## src/rtl/branch_resolution_queue_pkg.sv

```systemverilog
// ----------------------------------------------------------------------------
// branch_resolution_queue_pkg
//   Shared constants for the branch resolution queue:
//     - stats counter width
//     - queue entry layout {address, taken}, with taken in bit 0
//     - default queue depth and address width
// ----------------------------------------------------------------------------
package branch_resolution_queue_pkg;

    localparam int STATS_WIDTH           = 16;
    localparam int DEFAULT_DEPTH         = 4;
    localparam int DEFAULT_ADDRESS_WIDTH = 1;

    // Entry layout: {address[address_width-1:0], taken}
    localparam int ENTRY_TAKEN_BIT = 0;
    localparam int ENTRY_ADDR_LSB  = 1;

    function automatic int entry_width(input int address_width);
        return address_width + 1;
    endfunction

endpackage

```

## src/rtl/brq_fifo.sv

```systemverilog
// ----------------------------------------------------------------------------
// brq_fifo
//   Circular buffer holding in-flight branch entries in program order.
//   Push and pop may occur in the same cycle. Clear has priority over both
//   and empties the buffer (pointers and count to zero).
//   Pushes while full and pops while empty are ignored.
//
// Ports
//   clk      : clock, rising edge
//   rst      : asynchronous active-low reset
//   push     : write wr_data at the tail
//   pop      : advance the head
//   clear    : discard all entries
//   wr_data  : entry to write
//   rd_data  : entry at the head (valid when !empty)
//   count    : number of stored entries
//   full     : count == depth
//   empty    : count == 0
// ----------------------------------------------------------------------------
module brq_fifo
    import branch_resolution_queue_pkg::*;
#(
    parameter int width = entry_width(DEFAULT_ADDRESS_WIDTH),
    parameter int depth = DEFAULT_DEPTH
) (
    input  logic                   clk,
    input  logic                   rst,
    input  logic                   push,
    input  logic                   pop,
    input  logic                   clear,
    input  logic [width-1:0]       wr_data,
    output logic [width-1:0]       rd_data,
    output logic [$clog2(depth):0] count,
    output logic                   full,
    output logic                   empty
);

    localparam int ptr_w = $clog2(depth);

    logic [width-1:0] mem [depth];
    logic [ptr_w-1:0] head;
    logic [ptr_w-1:0] tail;
    logic             push_ok;
    logic             pop_ok;

    assign full    = (count == depth[ptr_w:0]);
    assign empty   = (count == '0);
    assign push_ok = push && !full;
    assign pop_ok  = pop && !empty;
    assign rd_data = mem[head];

    // Depth is a power of two, so pointer wrap is the natural overflow.
    always_ff @(posedge clk or negedge rst) begin
        if (!rst) begin
            head  <= '0;
            tail  <= '0;
            count <= '0;
        end else if (clear) begin
            head  <= '0;
            tail  <= '0;
            count <= '0;
        end else begin
            if (push_ok) tail <= tail + 1'b1;
            if (pop_ok)  head <= head + 1'b1;
            case ({push_ok, pop_ok})
                2'b10:   count <= count + 1'b1;
                2'b01:   count <= count - 1'b1;
                default: count <= count;
            endcase
        end
    end

    // Storage needs no reset: an entry is only read after it has been written.
    always_ff @(posedge clk) begin
        if (push_ok && !clear) mem[tail] <= wr_data;
    end

endmodule

```

## src/rtl/branch_resolution_queue.sv

```systemverilog
// ----------------------------------------------------------------------------
// branch_resolution_queue
//   Holds in-flight branch predictions in program order until the execute
//   stage resolves them. Each resolve is compared against the oldest stored
//   prediction; a registered update pulse trains the upstream predictor and
//   a registered mispredict pulse flushes the queue (younger entries are on
//   the wrong path).
//
//   Optional feature macro: BRANCH_RESOLUTION_STATS_EN
//     defined   -> saturating resolve / mispredict counters
//     undefined -> counter ports tied to 0, no counter flops
//
// Ports
//   clk              : clock, rising edge
//   rst              : asynchronous active-low reset
//   pred_valid       : prediction presented for enqueue
//   pred_address     : branch address of the prediction
//   pred_taken       : predicted direction
//   pred_ready       : queue can accept (count < depth)
//   resolve_valid    : oldest branch has resolved
//   resolve_taken    : actual direction
//   resolve_ready    : queue holds at least one entry
//   mispredict       : one-cycle pulse on a mismatched resolve (flush)
//   update_valid     : one-cycle pulse per accepted resolve
//   update_address   : address of the resolved branch
//   update_result    : actual direction of the resolved branch
//   resolved_count   : accepted resolves (stats build)
//   mispredict_count : mispredicts (stats build)
// ----------------------------------------------------------------------------
module branch_resolution_queue
    import branch_resolution_queue_pkg::*;
#(
    parameter int address_width = DEFAULT_ADDRESS_WIDTH,
    parameter int depth         = DEFAULT_DEPTH
) (
    input  logic                     clk,
    input  logic                     rst,
    input  logic                     pred_valid,
    input  logic [address_width-1:0] pred_address,
    input  logic                     pred_taken,
    output logic                     pred_ready,
    input  logic                     resolve_valid,
    input  logic                     resolve_taken,
    output logic                     resolve_ready,
    output logic                     mispredict,
    output logic                     update_valid,
    output logic [address_width-1:0] update_address,
    output logic                     update_result,
    output logic [STATS_WIDTH-1:0]   resolved_count,
    output logic [STATS_WIDTH-1:0]   mispredict_count
);

    localparam int ew = entry_width(address_width);

    logic [ew-1:0]              wr_entry;
    logic [ew-1:0]              head_entry;
    logic [$clog2(depth):0]     count;
    logic                       full;
    logic                       empty;
    logic                       push;
    logic                       pop;
    logic                       flush;
    logic                       head_taken;
    logic [address_width-1:0]   head_address;

    assign wr_entry     = {pred_address, pred_taken};
    assign head_taken   = head_entry[ENTRY_TAKEN_BIT];
    assign head_address = head_entry[ew-1:ENTRY_ADDR_LSB];

    // Ready flags come only from the registered count, never from the
    // opposite side's valid, so a push at full waits even if a pop happens.
    assign pred_ready    = !full;
    assign resolve_ready = !empty;

    assign pop   = resolve_valid && resolve_ready;
    assign flush = pop && (head_taken != resolve_taken);
    assign push  = pred_valid && pred_ready;

    // A flush clears the buffer and so also drops a same-cycle push.
    brq_fifo #(
        .width (ew),
        .depth (depth)
    ) u_fifo (
        .clk     (clk),
        .rst     (rst),
        .push    (push),
        .pop     (pop),
        .clear   (flush),
        .wr_data (wr_entry),
        .rd_data (head_entry),
        .count   (count),
        .full    (full),
        .empty   (empty)
    );

    always_ff @(posedge clk or negedge rst) begin
        if (!rst) begin
            update_valid   <= 1'b0;
            mispredict     <= 1'b0;
            update_address <= '0;
            update_result  <= 1'b0;
        end else begin
            update_valid <= pop;
            mispredict   <= flush;
            if (pop) begin
                update_address <= head_address;
                update_result  <= resolve_taken;
            end
        end
    end

`ifdef BRANCH_RESOLUTION_STATS_EN
    logic [STATS_WIDTH-1:0] resolved_q;
    logic [STATS_WIDTH-1:0] mispredict_q;

    always_ff @(posedge clk or negedge rst) begin
        if (!rst) begin
            resolved_q   <= '0;
            mispredict_q <= '0;
        end else begin
            if (pop && (resolved_q != '1))     resolved_q   <= resolved_q + 1'b1;
            if (flush && (mispredict_q != '1)) mispredict_q <= mispredict_q + 1'b1;
        end
    end

    assign resolved_count   = resolved_q;
    assign mispredict_count = mispredict_q;
`else
    assign resolved_count   = '0;
    assign mispredict_count = '0;
`endif

endmodule
```

## config.mk

```make
export PLATFORM = sky130hd
export DESIGN_NAME = branch_resolution_queue
export DESIGN_NICKNAME = d
export VERILOG_FILES = /design/src/rtl/branch_resolution_queue_pkg.sv /design/src/rtl/brq_fifo.sv /design/src/rtl/branch_resolution_queue.sv
export SDC_FILE = /design/constraint.sdc
export NUM_CORES = 1
export LEC_CHECK = 0
export BUFFER_PORTS_ARGS = -buffer_cell sky130_fd_sc_hd__buf_4
export CAP_MARGIN = 20
export CORE_AREA = 3 3 54 56
export DETAILED_ROUTE_END_ITERATION = 6
export DIE_AREA = 0 0 57 59
export HOLD_SLACK_MARGIN = 0.1
export PLACE_DENSITY = 0.81
export SETUP_SLACK_MARGIN = 0.15
export SLEW_MARGIN = 10
export SYNTH_ARGS = -nofsm -noshare
export SYNTH_HDL_FRONTEND = slang
export SYNTH_HIERARCHICAL = 1
export SYNTH_SLANG_ARGS = --single-unit
```

## constraint.sdc

```tcl
create_clock -name clk -period 6.5 [get_ports clk]
set_input_delay 1.3 -clock clk [delete_from_list [all_inputs] [get_ports clk]]
set_output_delay 1.3 -clock clk [all_outputs]
set_load 0.005 [all_outputs]
```

==> flow_metrics.env, run 1 <==
export IMPL_run_status="finished, final reports clean"
export IMPL_yosysWarnings=6
export IMPL_synth_top_cell_area_share=0.213
export IMPL_tightest_slew_ns=0.788
export IMPL_cts_sinks=19
export IMPL_switchingPower_uw=199
export IMPL_p_int_uw=312
export IMPL_met3_usage=0.0283
export IMPL_synth_top_cells_by_area="dfrtp_1 21%, buf_4 20%, edfxtp_1 19%"
export IMPL_drive_gt1_frac=0.191
export IMPL_first_pass_iters=4
export IMPL_num_io_pins=45
export IMPL_hold_viol=0
export IMPL_htreeDepth=1
export IMPL_yosysSeqAreaShare=0.398
export IMPL_layout_cells_non_filler=161
export IMPL_setup_violations_final=0
export IMPL_grt_max_degree=15
export IMPL_final_common_cell="conb_1"
export IMPL_gp_congestion=0.680
export IMPL_port_buffer_count=12
export IMPL_path_clk_slew_ns=0.10
export IMPL_p_per_area_nw_per_um2=397
export IMPL_crit_path_start_kind="primary input"
export IMPL_antenna_cells=0
export IMPL_grt_pass1_wl_um=3350
export IMPL_grtUsageTotal=0.130
export IMPL_grt_antenna_before_repair=0
export IMPL_max_cap_violations=0
export IMPL_cts_tree="yes"
export IMPL_die_height_um=59
export IMPL_core_area_um2=2480
export IMPL_cp_slowest_cell="nor2b_1"
export IMPL_syn_avg_cell_area_um2=10.6
export IMPL_met1_usage=0.152
export IMPL_die_w_um=57
export IMPL_ys_types=38
export IMPL_clock_power_share=0.112
export IMPL_clk_latency_ns=0.29
export IMPL_hold_buffers=0
export IMPL_yosys_area_top_type="dfrtp_1"
export IMPL_layout_common_cells="32 x conb_1, 12 x buf_4, 11 x dfrtp_1"
export IMPL_tns_ns=0
export IMPL_drc_errors=0
export IMPL_nets=144
export IMPL_path_class="primary input to register"
export IMPL_num_vias=773
export IMPL_wl_per_cell_um=12.9
export IMPL_rsz0062_at_grt="no"
export IMPL_critical_path_max_fanout=14
export IMPL_synthCells=122
export IMPL_cts_buffers=3
export IMPL_place_inst=157
export IMPL_clk_path_buf_depth=2
export IMPL_dp_hpwl_um=1590
export IMPL_grt_pass1_vias=743
export IMPL_finClkSkew_ns=0.00229
export IMPL_first_iter_violations=22
export IMPL_area_delta_synth_final_pct=-0.484
export IMPL_comb_power_share=0.471
export IMPL_final_max_slew_viol_count=0
export IMPL_worst_endpoint_required_ns=6.68
export IMPL_max_freq_mhz=315
export IMPL_seqPwrFrac=0.417
export IMPL_reg2reg_slack_ns=3.61
export IMPL_die_area_um2=3360
export IMPL_grt_busiest_layer="met2"
export IMPL_cp_slowest_stage_delay_ns=0.63
export IMPL_cts_root_buf="clkbuf_4"
export IMPL_p_sw_frac=0.390
export IMPL_finalCriticalPeriod_ns=3.18
export IMPL_ant_nets=0
export IMPL_whs_ns=0.524
export IMPL_grt_overflow_total=0
export IMPL_row_count=18
export IMPL_ys_ff_latch=19
export IMPL_vias_per_cell=4.80
export IMPL_fillers=232
export IMPL_ys_dominant_reg_cell="dfrtp_1"
export IMPL_p_leak_nw=0.593
export IMPL_synth_async_reset_ratio=0.579
export IMPL_hold_path_class="register to register"
export IMPL_endpoint_kind="register"
export IMPL_cp_cell_sequence="buf_4, nor2b_1, a21oi_1, fa_1, nor2_1, o21a_1, a2111oi_2"
export IMPL_initial_core_util=0.522
export IMPL_grt_use_met2=0.223
export IMPL_synthesis_area_um2=1290
export IMPL_crit_arrival_ns=3.36
export IMPL_synth_edf_count=8
export IMPL_post_route_period_util=0.489
export IMPL_cts_resized=0
export IMPL_wirelength_um=2070
export IMPL_relSlewSlack=0.473
export IMPL_vdd_drop_max_mv=0.203
export IMPL_postCtsSetupBuffers=0
==> state kept, by name, indices dropped and copies added, names as in the netlist <==
name / count
mispredict: 1
update_result: 1
update_valid: 1
update_address: 1
u_fifo/head: 2
u_fifo/count: 3
u_fifo/mem: 8
u_fifo/tail: 2
==> worst max-delay path, delay by kind of cell <==
family,cells,cell delay (ns)
compound gates,3,0.74
simple gates,2,0.69
buf+inv,1,0.07
fa+ha+maj,1,0.56
==> Yosys cell counts (2+ instances only) <==
cell type,n
buf_2,2
ha_1,4
dfrtp_1,11
inv_1,7
mux4_2,2
a21oi_1,6
mux2_2,2
and2_1,5
nor2_1,5
o22ai_1,2
xor2_1,3
edfxtp_1,8
buf_4,35
o21ai_0,4
and3b_1,2
nor3_1,2
==> final cells by class <==
class	count	area [um2]	share of cell area
clock buffers	4	26.3	0.0204
multi-input cells	88	588	0.457
inverters	8	30.0	0.0233
flip-flops and latches	19	515	0.400
repair buffers	12	90.1	0.0700
well taps	30	37.5	0.0292
==> stage by stage <==
| step | setup slack (ns) | util | total power [mW] | instance area [um2] |
|---|---|---|---|---|
| global placement | 3.19 | 0.509 | 0.433 | 1260 |
| CTS | 3.33 | 0.520 | 0.513 | 1290 |
| floorplan | 3.58 | - | 0.405 | 1410 |
| finish | 3.32 | 0.520 | 0.511 | 1290 |
| global route | 3.19 | 0.520 | 0.553 | 1290 |
| detailed placement | 3.03 | 0.509 | 0.455 | 1260 |
==> layer usage <==
layer	share of wire	wire, um	up-vias
met3	0.077	160	2
li1	-	-	367
met1	0.40	823	369
met2	0.52	1070	35
met5	0	0	-
met4	0.0092	19	0
==> final timing paths <==
path | from | to | cells after the start
max | pred_valid | u_fifo/count[1] | 7
min | update_result | update_result | 1
max reg2reg | u_fifo/count[2] | u_fifo/count[1] | 7
min reg2reg | update_result | update_result | 1
max in group asynchronous | rst | u_fifo/count[0] | 1
min in group asynchronous | rst | update_valid | 1
==> cells by family (layout without fill, tap and decap cells) <==
family	count (synthesis)	in the layout	synth area share
buf+inv	46	24	0.237
simple gates	23	23	0.117
compound gates	19	19	0.0996
flops	19	19	0.398
fa+ha+maj	5	5	0.0542
mux	5	5	0.0638
xor+xnor	4	4	0.0271
other cells	1	32	0.00290
==> power by group through the flow <==
stage | Combinational, mW | Sequential, mW | Clock [mW]
after global placement | 0.223 | 0.210 | 0
after floorplan | 0.215 | 0.190 | 0
after CTS | 0.240 | 0.213 | 0.0596
final | 0.241 | 0.213 | 0.0572
after detailed placement | 0.239 | 0.216 | 0
after global routing | 0.267 | 0.221 | 0.0646
Note: power is estimated with default switching activity, not from simulation.
==> inputs of run 2 (changes only) <==
Settings changed: CORE_AREA 3 3 54 56 to 3 3 58 60, DIE_AREA 0 0 57 59 to 0 0 61 63, PLACE_DENSITY 0.81 to 0.74.
Clock period 6.5 ns to 2.9 ns, I/O delays scaled along.
==> run 2 against run 1 <==
Register-to-register slack got worse by 3.2 ns. Flip-flop and latch count did not move. Sequential power rose by 110%. Sequential share of layout area fell by 1.4 points. Count of clock-buffer cells in the layout fell by 1. Total power rose by 130%. Clock skew rose by 0.0038 ns. Die area rose by 14%. Via count rose by 1.8%. Critical endpoint unchanged.
==> flow_metrics.env, run 2 (same netlist as run 1, synthesis figures left out) <==
export IMPL_drc_errors=0
export IMPL_nets=149
export IMPL_clk_latency_ns=0.29
export IMPL_cp_slowest_stage_delay_ns=0.53
export IMPL_max_cap_violations=0
export IMPL_row_count=20
export IMPL_cts_tree="yes"
export IMPL_cp_cell_sequence="or2_2, nor2_1, nand2b_4, inv_2, o31ai_1, a21oi_1, fa_1, nor2_1, o21a_1, a2111oi_2"
export IMPL_fillers=274
export IMPL_postCtsSetupBuffers=0
export IMPL_path_clk_slew_ns=0.11
export IMPL_drive_gt1_frac=0.221
export IMPL_core_area_um2=2980
export IMPL_final_max_slew_viol_count=0
export IMPL_layout_cells_non_filler=169
export IMPL_finalCriticalPeriod_ns=2.53
export IMPL_area_delta_synth_final_pct=3.00
export IMPL_rsz0062_at_grt="no"
export IMPL_place_inst=164
export IMPL_vdd_drop_max_mv=0.207
export IMPL_htreeDepth=1
export IMPL_cts_buffers=3
export IMPL_num_io_pins=45
export IMPL_grt_antenna_before_repair=0
export IMPL_hold_path_class="primary input to register"
export IMPL_gp_congestion=0.686
export IMPL_crit_path_start_kind="register"
export IMPL_cp_slowest_cell="fa_1"
export IMPL_num_vias=787
export IMPL_crit_family="compound AO/OA/AOI/OAI gates"
export IMPL_run_status="finished, final reports clean"
export IMPL_port_buffer_count=12
export IMPL_max_freq_mhz=396
export IMPL_first_iter_violations=49
export IMPL_clk_path_buf_depth=2
export IMPL_hold_viol=0
export IMPL_largest_register="u_fifo/mem"
export IMPL_cts_sinks=19
export IMPL_vias_per_cell=4.66
export IMPL_p_leak_nw=0.620
export IMPL_die_height_um=63
export IMPL_crit_arrival_ns=2.71
export IMPL_cts_root_buf="clkbuf_4"
export IMPL_ant_nets=0
export IMPL_largest_reg_flops=8
export IMPL_path_buf_inv=1
export IMPL_tns_ns=0
export IMPL_die_w_um=61
export IMPL_grt_pass1_vias=699
export IMPL_p_per_area_nw_per_um2=874
export IMPL_top_regs="u_fifo/mem (8), u_fifo/count (3)"
export IMPL_endpoint_kind="register"
export IMPL_antenna_cells=0
export IMPL_post_dp_cell_area_um2=1290
export IMPL_wirelength_um=1980
export IMPL_path_class="register to register"
export IMPL_final_common_cell="conb_1"
export IMPL_design_area_um2=1330
export IMPL_setup_violations_final=0
export IMPL_die_area_um2=3840
export IMPL_finClkSkew_ns=0.00610
export IMPL_initial_core_util=0.434
export IMPL_critical_path_max_fanout=14
export IMPL_dp_hpwl_um=1550
export IMPL_layout_common_cells="32 x conb_1, 16 x buf_4, 11 x dfrtp_1"
export IMPL_worst_endpoint_required_ns=3.08
export IMPL_grtUsageTotal=0.112
export IMPL_grt_overflow_total=0
export IMPL_wl_per_cell_um=11.7
export IMPL_grt_max_degree=15
export IMPL_post_route_period_util=0.871
export IMPL_cpMostUsedCell="nor2_1"
export IMPL_first_pass_iters=4
export IMPL_grt_pass1_wl_um=3280
run 2: cell count changes in the layout (fill, tap and decap cells not counted), sizes merged:
cell | before | now
buf | 12 | 16
clkbuf | 4 | 3
clkinv | 0 | 1
dlygate4sd3 | 0 | 1
run 2: repair_timing:
item                                   in CTS  in global routing
hold buffers                                0                  1
endpoints found under the hold margin       0                 11
gates resized for setup                     0                  0
run 2: worst paths after layout:
check / from / to / slack (ns) / cells after the start
setup / recovery: u_fifo/count[0] / u_fifo/count[1] / 0.37 / 10
hold / removal: pred_taken / u_fifo/mem[2][0] / 0.48 / 1
setup reg to reg: u_fifo/count[0] / u_fifo/count[1] / 0.37 / 10
hold reg to reg: update_address / update_address / 0.53 / 1
max in group asynchronous: rst / u_fifo/head[0] / 2.11 / 2
min in group asynchronous: rst / update_address / 0.64 / 2
run 2: power by group:
| part | internal (mW) | switching, mW | total (mW) | leakage [nW] |
|---|---|---|---|---|
| sequential | 0.370 | 0.0709 | 0.440 | 0.210 |
| clock | 0.0512 | 0.0793 | 0.130 | 0.0177 |
| combinational | 0.302 | 0.292 | 0.593 | 0.392 |
run 2: metal layers:
metal  track usage  part of all wire  vias to the layer above
met1         0.145              0.40                      364
met4        0.0488             0.014                        0
met2         0.175              0.51                       39
met5             0                 0                        -
li1              -                 -                      382
met3        0.0248             0.081                        2
run 2: stage by stage:
step | power (mW) | worst slack [ns] | hold WS, ns | utilization
after floorplan | 0.908 | 0.263 | 0.284 | -
after global placement | 1.01 | 0.444 | 0.419 | 0.435
after detailed placement | 1.04 | 0.405 | 0.421 | 0.435
after CTS | 1.17 | 0.379 | 0.104 | 0.444
after global routing | 1.28 | 0.188 | 0.471 | 0.447
final | 1.16 | 0.375 | 0.484 | 0.447
run 2: layout make-up:
cell class | count | area (um2) | share of cell area
Timing Repair Buffer | 17 | 130 | 0.0977
Inverter | 8 | 30.0 | 0.0225
Multi-Input combinational cell | 88 | 588 | 0.441
Tap cell | 33 | 41.3 | 0.0310
Clock inverter | 1 | 5.00 | 0.00376
Sequential cell | 19 | 515 | 0.387
Clock buffer | 3 | 22.5 | 0.0169
==> inputs of run 3 (changes only) <==
Settings changed: BUFFER_PORTS_ARGS -buffer_cell sky130_fd_sc_hd__buf_4 to not set, CELL_PAD_IN_SITES_DETAIL_PLACEMENT set to 1, CELL_PAD_IN_SITES_GLOBAL_PLACEMENT set to 1, CORE_AREA 3 3 58 60 to 3 3 60 62, DIE_AREA 0 0 61 63 to 0 0 63 65, DONT_BUFFER_PORTS set to 1, PLACE_DENSITY 0.74 to not set, PLACE_DENSITY_LB_ADDON set to 0.1.
==> run 3 against run 2 <==
Register-to-register slack improved by 0.04 ns. Clock skew fell by 0.0012 ns. Hold slack got worse by 0.10 ns. Flip-flop and latch count did not move. Fmax rose by 1.5%. Worst setup slack improved by 0.038 ns. Clock power barely moved.
==> flow_metrics.env, run 3 (same netlist as run 1, synthesis figures left out) <==
export IMPL_run_status="finished, final reports clean"
export IMPL_cts_sinks=19
export IMPL_drive_gt1_frac=0.144
export IMPL_endpoint_kind="register"
export IMPL_wirelength_um=2290
export IMPL_grt_max_degree=14
export IMPL_setup_violations_final=0
export IMPL_path_clk_slew_ns=0.11
export IMPL_final_common_cell="conb_1"
export IMPL_p_per_area_nw_per_um2=893
export IMPL_wl_per_cell_um=13.6
export IMPL_cts_buffers=3
export IMPL_die_height_um=65
export IMPL_cts_tree="yes"
export IMPL_gp_congestion=0.710
export IMPL_htreeDepth=1
export IMPL_tightest_slew_ns=0.528
export IMPL_hold_path_class="primary input to register"
export IMPL_top_regs="u_fifo/mem (8), u_fifo/count (3)"
export IMPL_num_vias=757
export IMPL_cts_root_buf="clkbuf_4"
export IMPL_critical_path_max_fanout=3
export IMPL_comb_power_share=0.487
export IMPL_p_int_uw=682
export IMPL_die_area_um2=4100
export IMPL_largest_reg_flops=8
export IMPL_crit_arrival_ns=2.67
export IMPL_area_delta_synth_final_pct=-2.42
export IMPL_seqCellArea_um2=515
export IMPL_core_area_um2=3080
export IMPL_switchingPower_uw=446
export IMPL_p_sw_frac=0.395
export IMPL_nets=138
export IMPL_tns_ns=0
export IMPL_num_io_pins=45
export IMPL_post_route_period_util=0.858
export IMPL_whs_ns=0.379
export IMPL_grt_overflow_total=0
export IMPL_initial_core_util=0.420
export IMPL_grt_antenna_before_repair=0
export IMPL_vias_per_cell=4.48
export IMPL_antenna_cells=0
export IMPL_cts_resized=0
export IMPL_postCtsSetupBuffers=0
export IMPL_finClkSkew_ns=0.00486
export IMPL_port_buffer_count=0
export IMPL_worst_endpoint_required_ns=3.09
export IMPL_clock_power_share=0.116
export IMPL_max_cap_violations=0
export IMPL_multi_input_area_um2=588
export IMPL_vdd_drop_max_mv=0.199
export IMPL_first_pass_iters=4
export IMPL_seqPwrFrac=0.396
export IMPL_finalCriticalPeriod_ns=2.49
export IMPL_layout_common_cells="32 x conb_1, 11 x dfrtp_1, 8 x edfxtp_1"
export IMPL_clk_path_buf_depth=2
export IMPL_ant_nets=0
export IMPL_max_freq_mhz=402
export IMPL_drc_errors=0
export IMPL_clk_latency_ns=0.29
export IMPL_row_count=20
export IMPL_largest_register="u_fifo/mem"
export IMPL_rsz0062_at_grt="no"
export IMPL_die_w_um=63
export IMPL_grt_pass1_wl_um=3810
export IMPL_crit_path_start_kind="register"
export IMPL_path_class="register to register"
export IMPL_final_max_slew_viol_count=0
export IMPL_dp_hpwl_um=1790
export IMPL_p_leak_nw=0.565
export IMPL_grtUsageTotal=0.120
export IMPL_hold_viol=0
export IMPL_grt_pass1_vias=756
export IMPL_first_iter_violations=43
export IMPL_fillers=369
export IMPL_relSlewSlack=0.647
[run 3: layer usage]
layer	global-route usage	part of all wire
met5	0	0
met4	0.0579	0.013
met3	0.0121	0.065
met2	0.211	0.49
met1	0.145	0.43
[run 3: worst max-delay path, cell delays in order, from the launching register on]
cell	delay (ns)
dfrtp_1	0.40
or2_2	0.32
nor2_1	0.15
nand2b_4	0.17
inv_2	0.04
o31ai_1	0.09
a21oi_1	0.11
fa_1	0.53
nor2_1	0.06
o21a_1	0.19
a2111oi_2	0.33
[run 3: stage by stage]
stage          setup WS (ns)  std cells  area [um2]   util  total power, mW
4_1_cts                0.398        169        1260  0.410             1.14
3_5_place_dp           0.443        164        1230  0.398            0.997
6_report               0.412        169        1260  0.410             1.13
3_3_place_gp           0.520        164        1230  0.398            0.985
5_1_grt                0.169        169        1260  0.410             1.25
2_1_floorplan          0.263        153        1410      -            0.908
[run 3: worst paths after layout]
kind                            startpoint          endpoint  slack, ns  depth (start not counted)
min in group asynchronous              rst        mispredict       0.69                          1
hold reg to reg             update_address    update_address       0.55                          1
setup / recovery           u_fifo/count[0]   u_fifo/count[1]       0.41                         10
max in group asynchronous              rst    u_fifo/tail[1]       1.85                          1
setup reg to reg           u_fifo/count[0]   u_fifo/count[1]       0.41                         10
hold / removal                  pred_taken  u_fifo/mem[1][0]       0.38                          0
[run 3: cell type report]
class,count,area share
Clock buffer,4,0.0208
Inverter,8,0.0238
Multi-Input combinational cell,88,0.466
Sequential cell,19,0.408
Tap cell,44,0.0436
Timing Repair Buffer,6,0.0377
[run 3: what timing repair did]
action / CTS / global route
setup endpoints to repair: 0 / 0
hold endpoints to repair: 11 / 0
hold buffers: 1 / 0
[run 3: power groups by stage]
stage | registers [mW] | logic (mW) | clock network [mW]
2_1_floorplan | 0.425 | 0.483 | 0
3_3_place_gp | 0.451 | 0.534 | 0
3_5_place_dp | 0.456 | 0.542 | 0
4_1_cts | 0.450 | 0.553 | 0.136
5_1_grt | 0.464 | 0.633 | 0.149
6_report | 0.447 | 0.550 | 0.131
